`src/rtl/fpu_norm_shift.sv`:
```
// rtl/fpu_norm_shift.sv - two-stage post-add/sub normaliser with leading-zero counter
//
// fpu_utils_lzc
//   Purpose : combinational leading-zero counter, counted from the MSB.
//   Ports   : in_i    [WIDTH-1:0]  value to scan
//             cnt_o   [CW-1:0]     number of zeros above the highest set bit
//             empty_o              in_i is all zero (cnt_o is 0 and meaningless)
//
// fpu_norm_shift
//   Purpose : sits between the FPU adder datapath and the rounding stage.
//             Stage 1 registers the raw beat together with its leading-zero
//             count; stage 2 left-shifts the mantissa and lowers the exponent,
//             clamping the shift so the exponent never drops below 1 (the
//             result is then a denormal with out_mant_o[MSB] clear).
//   Ports   : clk_i, rst_i (sync, active-high), flush_i (sync pipeline flush)
//             in_valid_i/in_ready_o   input handshake
//             in_sign_i, in_exp_i (signed, EXPW bits), in_mant_i (MANT_WIDTH)
//             out_valid_o/out_ready_i output handshake
//             out_sign_o, out_exp_o, out_mant_o, out_zero_o, out_denorm_o

module fpu_utils_lzc #(
  parameter  int WIDTH = 51,
  localparam int CW    = (WIDTH > 1) ? $clog2(WIDTH) : 1
) (
  input  logic [WIDTH-1:0] in_i,
  output logic [CW-1:0]    cnt_o,
  output logic             empty_o
);

  // Scanning upward lets the highest set bit win the last assignment.
  always_comb begin
    cnt_o   = '0;
    empty_o = 1'b1;
    for (int i = 0; i < WIDTH; i++) begin
      if (in_i[i]) begin
        cnt_o   = CW'(WIDTH - 1 - i);
        empty_o = 1'b0;
      end
    end
  end

endmodule

module fpu_norm_shift #(
  parameter  int MANT_WIDTH = 51,
  parameter  int EXP_WIDTH  = 11,
  localparam int EXPW       = EXP_WIDTH + 2,
  localparam int LZW        = (MANT_WIDTH > 1) ? $clog2(MANT_WIDTH) : 1
) (
  input  logic                   clk_i,
  input  logic                   rst_i,
  input  logic                   flush_i,
  input  logic                   in_valid_i,
  output logic                   in_ready_o,
  input  logic                   in_sign_i,
  input  logic signed [EXPW-1:0] in_exp_i,
  input  logic [MANT_WIDTH-1:0]  in_mant_i,
  output logic                   out_valid_o,
  input  logic                   out_ready_i,
  output logic                   out_sign_o,
  output logic signed [EXPW-1:0] out_exp_o,
  output logic [MANT_WIDTH-1:0]  out_mant_o,
  output logic                   out_zero_o,
  output logic                   out_denorm_o
);

  localparam logic signed [EXPW-1:0] EXP_ONE = EXPW'(1);

  // Stage 1 registers
  logic                   s1_valid_q, s1_valid_d;
  logic                   s1_sign_q,  s1_sign_d;
  logic signed [EXPW-1:0] s1_exp_q,   s1_exp_d;
  logic [MANT_WIDTH-1:0]  s1_mant_q,  s1_mant_d;
  logic [LZW-1:0]         s1_lzc_q,   s1_lzc_d;
  logic                   s1_zero_q,  s1_zero_d;

  // Stage 2 (output) registers
  logic                   out_valid_q,  out_valid_d;
  logic                   out_sign_q,   out_sign_d;
  logic signed [EXPW-1:0] out_exp_q,    out_exp_d;
  logic [MANT_WIDTH-1:0]  out_mant_q,   out_mant_d;
  logic                   out_zero_q,   out_zero_d;
  logic                   out_denorm_q, out_denorm_d;

  logic                   s2_adv;
  logic                   s1_adv;
  logic [LZW-1:0]         lzc_cnt;
  logic                   lzc_empty;

  logic [EXPW-1:0]        lzc_ext;
  logic [EXPW-1:0]        max_sh;
  logic [EXPW-1:0]        sh;
  logic [MANT_WIDTH-1:0]  mant_shifted;
  logic signed [EXPW-1:0] exp_adjusted;

  fpu_utils_lzc #(
    .WIDTH (MANT_WIDTH)
  ) u_lzc (
    .in_i    (in_mant_i),
    .cnt_o   (lzc_cnt),
    .empty_o (lzc_empty)
  );

  // A stage may load whenever its register is empty or its contents leave
  // this cycle, so a stalled output backs up into stage 1 before in_ready_o
  // drops.
  always_comb begin
    s2_adv = ~out_valid_q | out_ready_i;
    s1_adv = ~s1_valid_q | s2_adv;
  end

  assign in_ready_o = s1_adv;

  // Stage 1 next state
  always_comb begin
    s1_valid_d = s1_valid_q;
    s1_sign_d  = s1_sign_q;
    s1_exp_d   = s1_exp_q;
    s1_mant_d  = s1_mant_q;
    s1_lzc_d   = s1_lzc_q;
    s1_zero_d  = s1_zero_q;
    if (s1_adv) begin
      s1_valid_d = in_valid_i;
      if (in_valid_i) begin
        s1_sign_d = in_sign_i;
        s1_exp_d  = in_exp_i;
        s1_mant_d = in_mant_i;
        s1_lzc_d  = lzc_cnt;
        s1_zero_d = lzc_empty;
      end
    end
    // Flush wins over accept: the beat offered this cycle is dropped.
    if (flush_i) begin
      s1_valid_d = 1'b0;
    end
  end

  // Stage 2 shift amount: normalise fully unless that would take the
  // exponent below 1, in which case stop at exponent 1 (denormal result).
  always_comb begin
    lzc_ext = EXPW'(s1_lzc_q);
    if (s1_exp_q > EXP_ONE) begin
      max_sh = s1_exp_q - EXP_ONE;
    end else begin
      max_sh = '0;
    end
    sh           = (lzc_ext < max_sh) ? lzc_ext : max_sh;
    mant_shifted = s1_mant_q << sh;
    exp_adjusted = s1_exp_q - $signed(sh);
  end

  // Stage 2 next state
  always_comb begin
    out_valid_d  = out_valid_q;
    out_sign_d   = out_sign_q;
    out_exp_d    = out_exp_q;
    out_mant_d   = out_mant_q;
    out_zero_d   = out_zero_q;
    out_denorm_d = out_denorm_q;
    if (s2_adv) begin
      out_valid_d = s1_valid_q;
      if (s1_valid_q) begin
        out_sign_d = s1_sign_q;
        if (s1_zero_q) begin
          out_exp_d    = '0;
          out_mant_d   = '0;
          out_zero_d   = 1'b1;
          out_denorm_d = 1'b0;
        end else begin
          out_exp_d    = exp_adjusted;
          out_mant_d   = mant_shifted;
          out_zero_d   = 1'b0;
          out_denorm_d = ~mant_shifted[MANT_WIDTH-1];
        end
      end
    end
    if (flush_i) begin
      out_valid_d = 1'b0;
    end
  end

  always_ff @(posedge clk_i) begin
    if (rst_i) begin
      s1_valid_q   <= 1'b0;
      s1_sign_q    <= 1'b0;
      s1_exp_q     <= '0;
      s1_mant_q    <= '0;
      s1_lzc_q     <= '0;
      s1_zero_q    <= 1'b0;
      out_valid_q  <= 1'b0;
      out_sign_q   <= 1'b0;
      out_exp_q    <= '0;
      out_mant_q   <= '0;
      out_zero_q   <= 1'b0;
      out_denorm_q <= 1'b0;
    end else begin
      s1_valid_q   <= s1_valid_d;
      s1_sign_q    <= s1_sign_d;
      s1_exp_q     <= s1_exp_d;
      s1_mant_q    <= s1_mant_d;
      s1_lzc_q     <= s1_lzc_d;
      s1_zero_q    <= s1_zero_d;
      out_valid_q  <= out_valid_d;
      out_sign_q   <= out_sign_d;
      out_exp_q    <= out_exp_d;
      out_mant_q   <= out_mant_d;
      out_zero_q   <= out_zero_d;
      out_denorm_q <= out_denorm_d;
    end
  end

  assign out_valid_o  = out_valid_q;
  assign out_sign_o   = out_sign_q;
  assign out_exp_o    = out_exp_q;
  assign out_mant_o   = out_mant_q;
  assign out_zero_o   = out_zero_q;
  assign out_denorm_o = out_denorm_q;

endmodule

```
`config.mk`:
```
export PLATFORM = sky130hd
export DESIGN_NAME = fpu_norm_shift
export DESIGN_NICKNAME = d
export VERILOG_FILES = /design/src/rtl/fpu_norm_shift.sv
export SDC_FILE = /design/constraint.sdc
export NUM_CORES = 1
export LEC_CHECK = 0
export CORE_MARGIN = 2
export CORE_UTILIZATION = 40
export CTS_CLUSTER_DIAMETER = 100
export DETAILED_ROUTE_END_ITERATION = 6
export DONT_BUFFER_PORTS = 1
export HOLD_SLACK_MARGIN = 0.02
export PLACE_DENSITY = 0.59
export REMOVE_ABC_BUFFERS = 1
export SYNTH_ARGS = -nofsm -noshare
export SYNTH_HDL_FRONTEND = slang
export SYNTH_HIERARCHICAL = 1
export SYNTH_SLANG_ARGS = --single-unit
```
`constraint.sdc`:
```
create_clock -name clk_i -period 16.6 [get_ports clk_i]
set_input_delay 3.32 -clock clk_i [delete_from_list [all_inputs] [get_ports clk_i]]
set_output_delay 3.32 -clock clk_i [all_outputs]
set_load 0.005 [all_outputs]
```
# [After elaboration in Yosys (flattened, before gate mapping)]
# Cells that the tools add are included.
[totals] ff_bits=141 latch_bits=0 mem_bits_rw=0 rom_bits=0 inputBits=70 n_memories=0
[classes] n_addsub=2 n_mul=0 n_div=0 magnitude_cmp=2 eq_ne=0 n_shift=1 muxes=108 bitwise=5 n_reduce_logical=3
[op_table] operator="2-to-1 mux 6 bit" count=51
[op_table] operator="2-to-1 mux 1 bit" count=53
[op_table] operator="2-to-1 mux 51 bit" count=1
[op_table] operator="<< shifter 51 x 13 -> 51 bit" count=1
[op_table] operator="2-to-1 mux 13 bit" count=3
[op_table] operator="greater-than comparator 13 x 2 -> 1 bit (second input constant)" count=1
[op_table] operator="< comparator 6 x 13 -> 1 bit" count=1
[op_table] operator="subtractor 13 bit" count=1
[op_table] operator="subtractor 13 x 2 -> 13 bit (second input constant)" count=1
[op_table] operator="AND reduction 2 bit" count=2
[op_table] operator="inverter 1 bit" count=3
[op_table] operator="bitwise OR 1 bit" count=2
[op_table] operator="OR reduction 2 bit" count=1

# [Longest topological paths before layout]
# Gate-level depths: netlist of run 1.
[depth] word_depth=51 mapped_depth=31 mapped_depth_nobuf=28

# [By module]
# The synthesis of run 1 kept the hierarchy.
[by_module_without_submodules] module="fpu_norm_shift" instances=1 cells_per_inst=1120 area_per_inst_um2=8848.5 seq_area_each_um2=2822.7
[by_module_without_submodules] module="fpu_utils_lzc" instances=1 cells_per_inst=111 area_per_inst_um2=688.2 seq_area_each_um2=0.0

# [Worst setup path after synthesis of run 1]
# Ideal clock, no wire load.
[synth_timing] path_kind="input -> output" start="input out_ready_i" end="output in_ready_o" arrival_time_ns=3.642 slack_ns=9.638 cell_stages=2 path_cell_list="nor2b_1 > nand2_1"
[synth_between] elab_chain_cells=2
[synth_rtl] item="from (decl)" line_no="59" text="input logic out_ready_i,"
[synth_rtl] item="bitwise OR 1 bit" line_no="108" text="s2_adv = ~out_valid_q | out_ready_i;"
[synth_rtl] item="bitwise OR 1 bit" line_no="109" text="s1_adv = ~s1_valid_q | s2_adv;"
[synth_rtl] item="to (decl)" line_no="54" text="output logic in_ready_o,"
# No other way between the ends.

# [Worst setup path in the final report of run 1]
[layout_timing] start="register s1_exp_q[1]" end="register out_exp_q[10] (netlist: out_exp_o[10])"
[layout_between] elab_chain_cells=6 elab_cells_between_ends=7 classes_between="add/sub (2); order compare (2); mux (3)"
[layout_rtl] item="from (decl)" line_no="72" text="logic signed [EXPW-1:0] s1_exp_q, s1_exp_d;"
[layout_rtl] item="from (signal assigned)" line_no="199" text="s1_exp_q <= s1_exp_d;"
[layout_rtl] item="subtractor 13 x 2 -> 13 bit or greater-than comparator 13 x 2 -> 1 bit (tied branches)" line_no="143, 142"
[layout_rtl] item="2-to-1 mux 13 bit" line_no="142" text="if (s1_exp_q > EXP_ONE) begin"
[layout_rtl] item="< comparator 6 x 13 -> 1 bit" line_no="147" text="sh = (lzc_ext < max_sh) ? lzc_ext : max_sh;"
[layout_rtl] item="2-to-1 mux 13 bit" line_no="147"
[layout_rtl] item="subtractor 13 bit *" line_no="149" text="exp_adjusted = s1_exp_q - $signed(sh);"
[layout_rtl] item="2-to-1 mux 13 bit *" line_no="164" text="if (s1_zero_q) begin"
[layout_rtl] item="to (signal assigned)" line_no="205" text="out_exp_q <= out_exp_d;"
[layout_rtl] item="to (decl)" line_no="80" text="logic signed [EXPW-1:0] out_exp_q, out_exp_d;"
# Mark *: on every way between the ends. The rest lies on a longest branch, timed or not.
# A chain may end at the register's enable or synchronous reset.

==> results.cfg, run 1 <==
[sta]
timing.final.crit_share = 0.431
worst_pin_slew_ns = 1.07
hold_violations = 0
slew_headroom = 0.282
fin_crit_ns = 7.16
finalSetupTns_ns = 0
finalSetupViolCount = 0
rsz0062_at_grt = no
drv_slew = 0
skew_ns = 0.0138
whs_ns = 0.453
fmax_mhz = 140

[min_path]
whs_path_depth = 2
hold_start = out_mant_o[25]$_SDFFE_PP0P_
min_to = out_mant_o[25]$_SDFFE_PP0P_
hold_path_class = flip-flop to flip-flop

[worst_setup_path]
required_ns = 16.96
crit_path_top_delay_cell = inv_2
rrSetupSlack_ns = 9.44
reg2reg_from = s1_exp_q[1]$_SDFFE_PP0P_
start_kind = flip-flop
crit_family = compound AO/OA/AOI/OAI gates
crit_type = flip-flop to flip-flop
path_common_cell = a21oi_1
crit_buf_inv = 5
cp.arrival_ns = 7.52
end_kind = flip-flop
cp_max_fo = 48
timing.rr.end = out_exp_o[10]$_SDFFE_PP0P_
max_stage_delay_ns = 0.84
worst-r2r-cell-count = 28

[logic_synthesis]
synth_area_leader_cell = dfxtp_1
synth-main-ff-cell = dfxtp_1
syn_inst = 1231
ys_ff_latch = 141
yosys.area.top_type_share = 0.296
synth-async-reset-ratio = 0
synth-edff-count = 0
avgSynthCellArea_um2 = 7.75
netlist_top_cells_area = dfxtp_1 (30%), mux2i_1 (15%), nand2_1 (10%), a21oi_1 (6.1%), nor2_1 (3.5%)
ys_types = 85
syn_area_mm2 = 0.00954
yosysWarnings = 6
yosysSeqAreaShare = 0.296

[final_layout]
drive_gt1_frac = 0.0758
fin_nets = 1278
final_cell_area_mm2 = 0.0103
final_util = 0.437
area_growth_syn_to_layout_pct = 7.49
diodes = 0

[clocking]
clockBufferDepth = 2
cts.sinks = 141
hold_buffers = 0
cts.htree.levels = 4
cts_resized = 0
post_cts_buffers = 0
clock_latency_ns = 0.44
cts.reportedPaths.clkPinSlew_ns = 0.06
cts_tree = yes
cts_buffers = 17
root_buffer = clkbuf_16

[routing]
avgRoutedWirePerCell_um = 19.9
routed_wl_mm = 30.2
ant_nets = 0
drtIter0Drc = 972
viasPerCell = 5.92
num_vias = 8996
drt_first_pass_iters = 7
route.detailed.drc = 0

[floorplanning]
io-pin-count = 139
core-area_mm2 = 0.0235
dieArea_mm2 = 0.0251
die_w_um = 158
rows = 56
fp.dieH_um = 158
start_util = 0.406

[grt]
overflow = 0
grt_pass1_vias = 8315
grtUsageTotal = 0.242
grt_pass1_wl_mm = 47.3
antenna_found_initial = 0
grt_max_degree = 121

[placed_design]
place_area_mm2 = 0.00967
hpwl_mm = 22.2
port_buffers = 0
finalWeightedCongestion = 0.926

[outcome]
status = completed

[power]
p_leak_nw = 4.10
ir_drop_uv = 58.1
totalPowerFinal_w = 0.000908
p_per_area_mw_per_mm2 = 88.5

[flow_run]
maxCapViolCount = 0
## cell type report
| type | instances | area, um^2 |
|---|---|---|
| Fill cell | 2434 | 13200 |
| Multi-Input combinational cell | 985 | 6230 |
| Sequential cell | 141 | 2820 |
| Clock buffer | 17 | 425 |
| Tap cell | 319 | 399 |
| Clock inverter | 15 | 151 |
| Inverter | 31 | 130 |
| Timing Repair Buffer | 12 | 90.1 |
## stage by stage
stage,setup WS (ns),cells
after floorplan,8.42,1157
after global placement,9.60,1488
after detailed placement,9.54,1488
after CTS,9.50,1520
after global routing,8.85,1520
final,9.44,1520
## cell families after synthesis
logic type,share of synthesized area
XOR/XNOR,0.00918
other,0.000393
multiplexers,0.162
AO/OA/AOI/OAI,0.216
adder cells (fa/ha/maj),0.0270
buffers and inverters,0.0552
AND/OR/NAND/NOR,0.234
flip-flops,0.296
## power breakdown
part           internal [W]  total, W  switching, W
Sequential         0.000352  0.000369     0.0000168
Combinational     0.0000595  0.000159     0.0000991
Clock              0.000211  0.000380      0.000169
Total              0.000623  0.000908      0.000285
## layout by cell type (no fill, tap or decap), drive strengths merged, types with 12 or more instances in the layout
cell type / Yosys / layout
nand2: 264 / 264
dfxtp: 141 / 141
mux2i: 141 / 141
a21oi: 117 / 117
nor2: 92 / 92
o21ai: 40 / 40
inv: 30 / 38
nor3: 29 / 29
nand3: 28 / 28
a22oi: 26 / 26
ha: 19 / 19
clkbuf: 43 / 17
a32oi: 14 / 14
nor4: 13 / 13
buf: 36 / 12
## how the worst max path moves through the flow
stage / end / slack (ns) / startpoint / cells after the start
after floorplan: out_exp_o[10]$_SDFFE_PP0P_ / 8.42 / s1_exp_q[1]$_SDFFE_PP0P_ / 27
after global placement: in_ready_o / 9.60 / out_ready_i / 2
after detailed placement: in_ready_o / 9.54 / out_ready_i / 2
after CTS: out_exp_o[10]$_SDFFE_PP0P_ / 9.50 / s1_exp_q[1]$_SDFFE_PP0P_ / 28
after global routing: out_exp_o[10]$_SDFFE_PP0P_ / 8.85 / s1_exp_q[0]$_SDFFE_PP0P_ / 29
final: out_exp_o[10]$_SDFFE_PP0P_ / 9.44 / s1_exp_q[1]$_SDFFE_PP0P_ / 28
## metal layers
metal  GRT usage  vias up  wire length (um)
li1            -     4364                 -
met1       0.350     4201             14200
met2       0.356      392             12900
met3      0.0582       39              2670
met4      0.0712        0               499
met5           0        -                 0
## worst min-delay path, cell delays in order, from the launching register on
cell	delay, ns
dfxtp_1	0.32
nand2_1	0.05
nand2_1	0.04
## registers in the layout (all words and copies together) (netlist names)
register	count
s1_valid_q	1
s1_sign_q	1
s1_exp_q	13
out_exp_o	13
s1_mant_q	51
out_sign_o	1
s1_lzc_q	6
s1_zero_q	1
out_denorm_o	1
out_valid_o	1
out_zero_o	1
out_mant_o	51
## Yosys cell counts (4+ instances only)
cell,instances
buf_1,6
inv_1,26
a2111oi_0,4
o221ai_1,6
buf_2,21
o211ai_1,9
a22o_1,7
ha_1,19
or4_1,4
nor4_1,10
a21o_1,6
a32oi_1,14
o21ai_1,7
a21oi_1,116
nand2_1,264
o31ai_1,7
a22oi_1,26
o21ai_0,32
nor2b_1,8
o22ai_1,7
buf_6,4
nand2b_1,6
o2111ai_1,4
xnor2_1,7
mux2_2,10
nand4_1,10
mux2i_1,141
nor3_1,26
a31oi_1,4
a2bb2oi_1,5
nor2_1,90
and3_1,8
a221oi_1,7
a221o_1,4
a211oi_1,8
clkbuf_1,43
or3_1,10
dfxtp_1,141
inv_2,4
nand3_1,28
Power figures use the tool's default switching activity.
==> inputs of run 2 (changes only) <==
==> constraint.sdc (replaced) <==
create_clock -name clk_i -period 7.3 [get_ports clk_i]
set_input_delay 1.46 -clock clk_i [delete_from_list [all_inputs] [get_ports clk_i]]
set_output_delay 1.46 -clock clk_i [all_outputs]
set_load 0.005 [all_outputs]
==> results.cfg, run 2 (same netlist as run 1, synthesis figures left out) <==
[outcome]
status = completed

[worst_setup_path]
start_kind = flip-flop
end_kind = flip-flop
required_ns = 7.67
timing.rr.end = out_exp_o[10]$_SDFFE_PP0P_
cp.arrival_ns = 6.67
crit_type = flip-flop to flip-flop
startpoint = s1_exp_q[0]$_SDFFE_PP0P_
reg2reg_from = s1_exp_q[0]$_SDFFE_PP0P_
rrSetupSlack_ns = 1.00
worst-r2r-cell-count = 27
worstSetupEndpoint = out_exp_o[10]$_SDFFE_PP0P_
cp_max_fo = 53

[placed_design]
place_area_mm2 = 0.00967
dp_cells = 1488
finalWeightedCongestion = 0.936
port_buffers = 0
pre_cts_slack_ns = 1.09
hpwl_mm = 22.4

[routing]
num_vias = 9055
drtIter0Drc = 951
ant_nets = 0
viasPerCell = 5.96
route.detailed.drc = 0
routed_wl_mm = 30.6
drt_first_pass_iters = 5
avgRoutedWirePerCell_um = 20.1

[grt]
antenna_found_initial = 0
overflow = 0
grtUsageMet3 = 0.0460
grt_pass1_vias = 8283
grtUsageTotal = 0.241
grt_max_degree = 121
busiest_layer = met1
grt_pass1_wl_mm = 47.1
gr-usage-met1 = 0.358
grt_util_met2 = 0.348

[power]
p_per_area_mw_per_mm2 = 209
ir_drop_uv = 127
p_leak_nw = 4.12

[floorplanning]
rows = 56
fp.dieH_um = 158
start_util = 0.406
core-area_mm2 = 0.0235
io-pin-count = 139
die_w_um = 158
dieArea_mm2 = 0.0251

[final_layout]
area_growth_syn_to_layout_pct = 7.96
drive_gt1_frac = 0.0741
diodes = 0
final_cell_mix = nand2_1 (263), dfxtp_1 (141), mux2i_1 (140)
final_cell_area_mm2 = 0.0103
layout.cells.non_filler = 1520
fin_nets = 1278
final_common_cell = nand2_1

[sta]
hold_violations = 0
finalSetupViolCount = 0
timing.final.crit_share = 0.863
slew_headroom = 0.259
whs_ns = 0.458
rsz0062_at_grt = no
skew_ns = 0.0114
drv_slew = 0
setup_ws_ns = 1.00
fin_crit_ns = 6.30
fmax_mhz = 159
worst_pin_slew_ns = 1.11

[clocking]
cts.sinks = 141
cts.htree.levels = 4
cts_resized = 0
cts_buffers = 17
clockBufferDepth = 2
hold_buffers = 0
cts_tree = yes
cts.reportedPaths.clkPinSlew_ns = 0.06
post_cts_buffers = 0
root_buffer = clkbuf_16
clock_latency_ns = 0.44

[min_path]
hold_path_class = flip-flop to flip-flop
hold_start = out_mant_o[29]$_SDFFE_PP0P_

[flow_run]
maxCapViolCount = 0
run 2: routing by layer:
layer  vias up  wire (um)
met5         -          0
met4         0        676
met3        42       2220
met2       363      12700
met1      4290      15000
li1       4360          -
run 2: metrics by stage:
stage / total power [W] / utilization / TNS [ns]
4_1_cts: 0.00215 / 0.439 / 0
3_5_place_dp: 0.00121 / 0.412 / 0
6_report: 0.00215 / 0.439 / 0
2_1_floorplan: 0.00111 / - / -4.51
3_3_place_gp: 0.00121 / 0.412 / 0
5_1_grt: 0.00223 / 0.439 / 0
run 2: final cells by class:
type	instances	area, um^2
clock inverters	13	189
inverters	31	130
fillers	2385	13200
clock buffers	19	433
multi-input cells	985	6230
well taps	319	399
repair buffers	12	90.1
flip-flops and latches	141	2820
run 2: how the worst min path moves through the flow:
stage	end	slack (ns)	cells after the start
6_report	out_mant_o[29]$_SDFFE_PP0P_	0.46	2
5_1_grt	s1_sign_q$_SDFFE_PP0P_	0.47	2
4_1_cts	out_sign_o$_SDFFE_PP0P_	0.46	2
3_5_place_dp	s1_sign_q$_SDFFE_PP0P_	0.45	2
3_3_place_gp	s1_sign_q$_SDFFE_PP0P_	0.44	2
2_1_floorplan	out_sign_o$_SDFFE_PP0P_	0.43	2
run 2: worst max-delay path, stage by stage, from the launching register on:
cell and delay (ns):
dfxtp_1 0.50, inv_1 0.11, ha_1 0.24, nor2b_1 0.16
nor2b_1 0.16, xnor2_1 0.14, nor2_1 0.16, inv_1 0.06
ha_1 0.30, o21ai_0 0.08, nor2_1 0.17, o22ai_1 0.25
nor4_4 0.66, mux2i_2 0.27, buf_4 0.31, bufinv_8 0.36
ha_1 0.37, a21o_1 0.19, a21oi_1 0.22, o21ai_0 0.11
a21oi_1 0.23, o21ai_0 0.12, a21oi_1 0.23, o21bai_1 0.09
a21oi_1 0.21, xor2_1 0.10, or3_1 0.31, a21oi_1 0.13
run 2: where the power goes:
part | switching, W | leakage, nW | total, W | internal [W]
clock network | 0.000372 | 0.298 | 0.000947 | 0.000575
logic | 0.000226 | 2.67 | 0.000361 | 0.000135
registers | 0.0000388 | 1.15 | 0.000839 | 0.000800
total | 0.000636 | 4.12 | 0.00215 | 0.00151
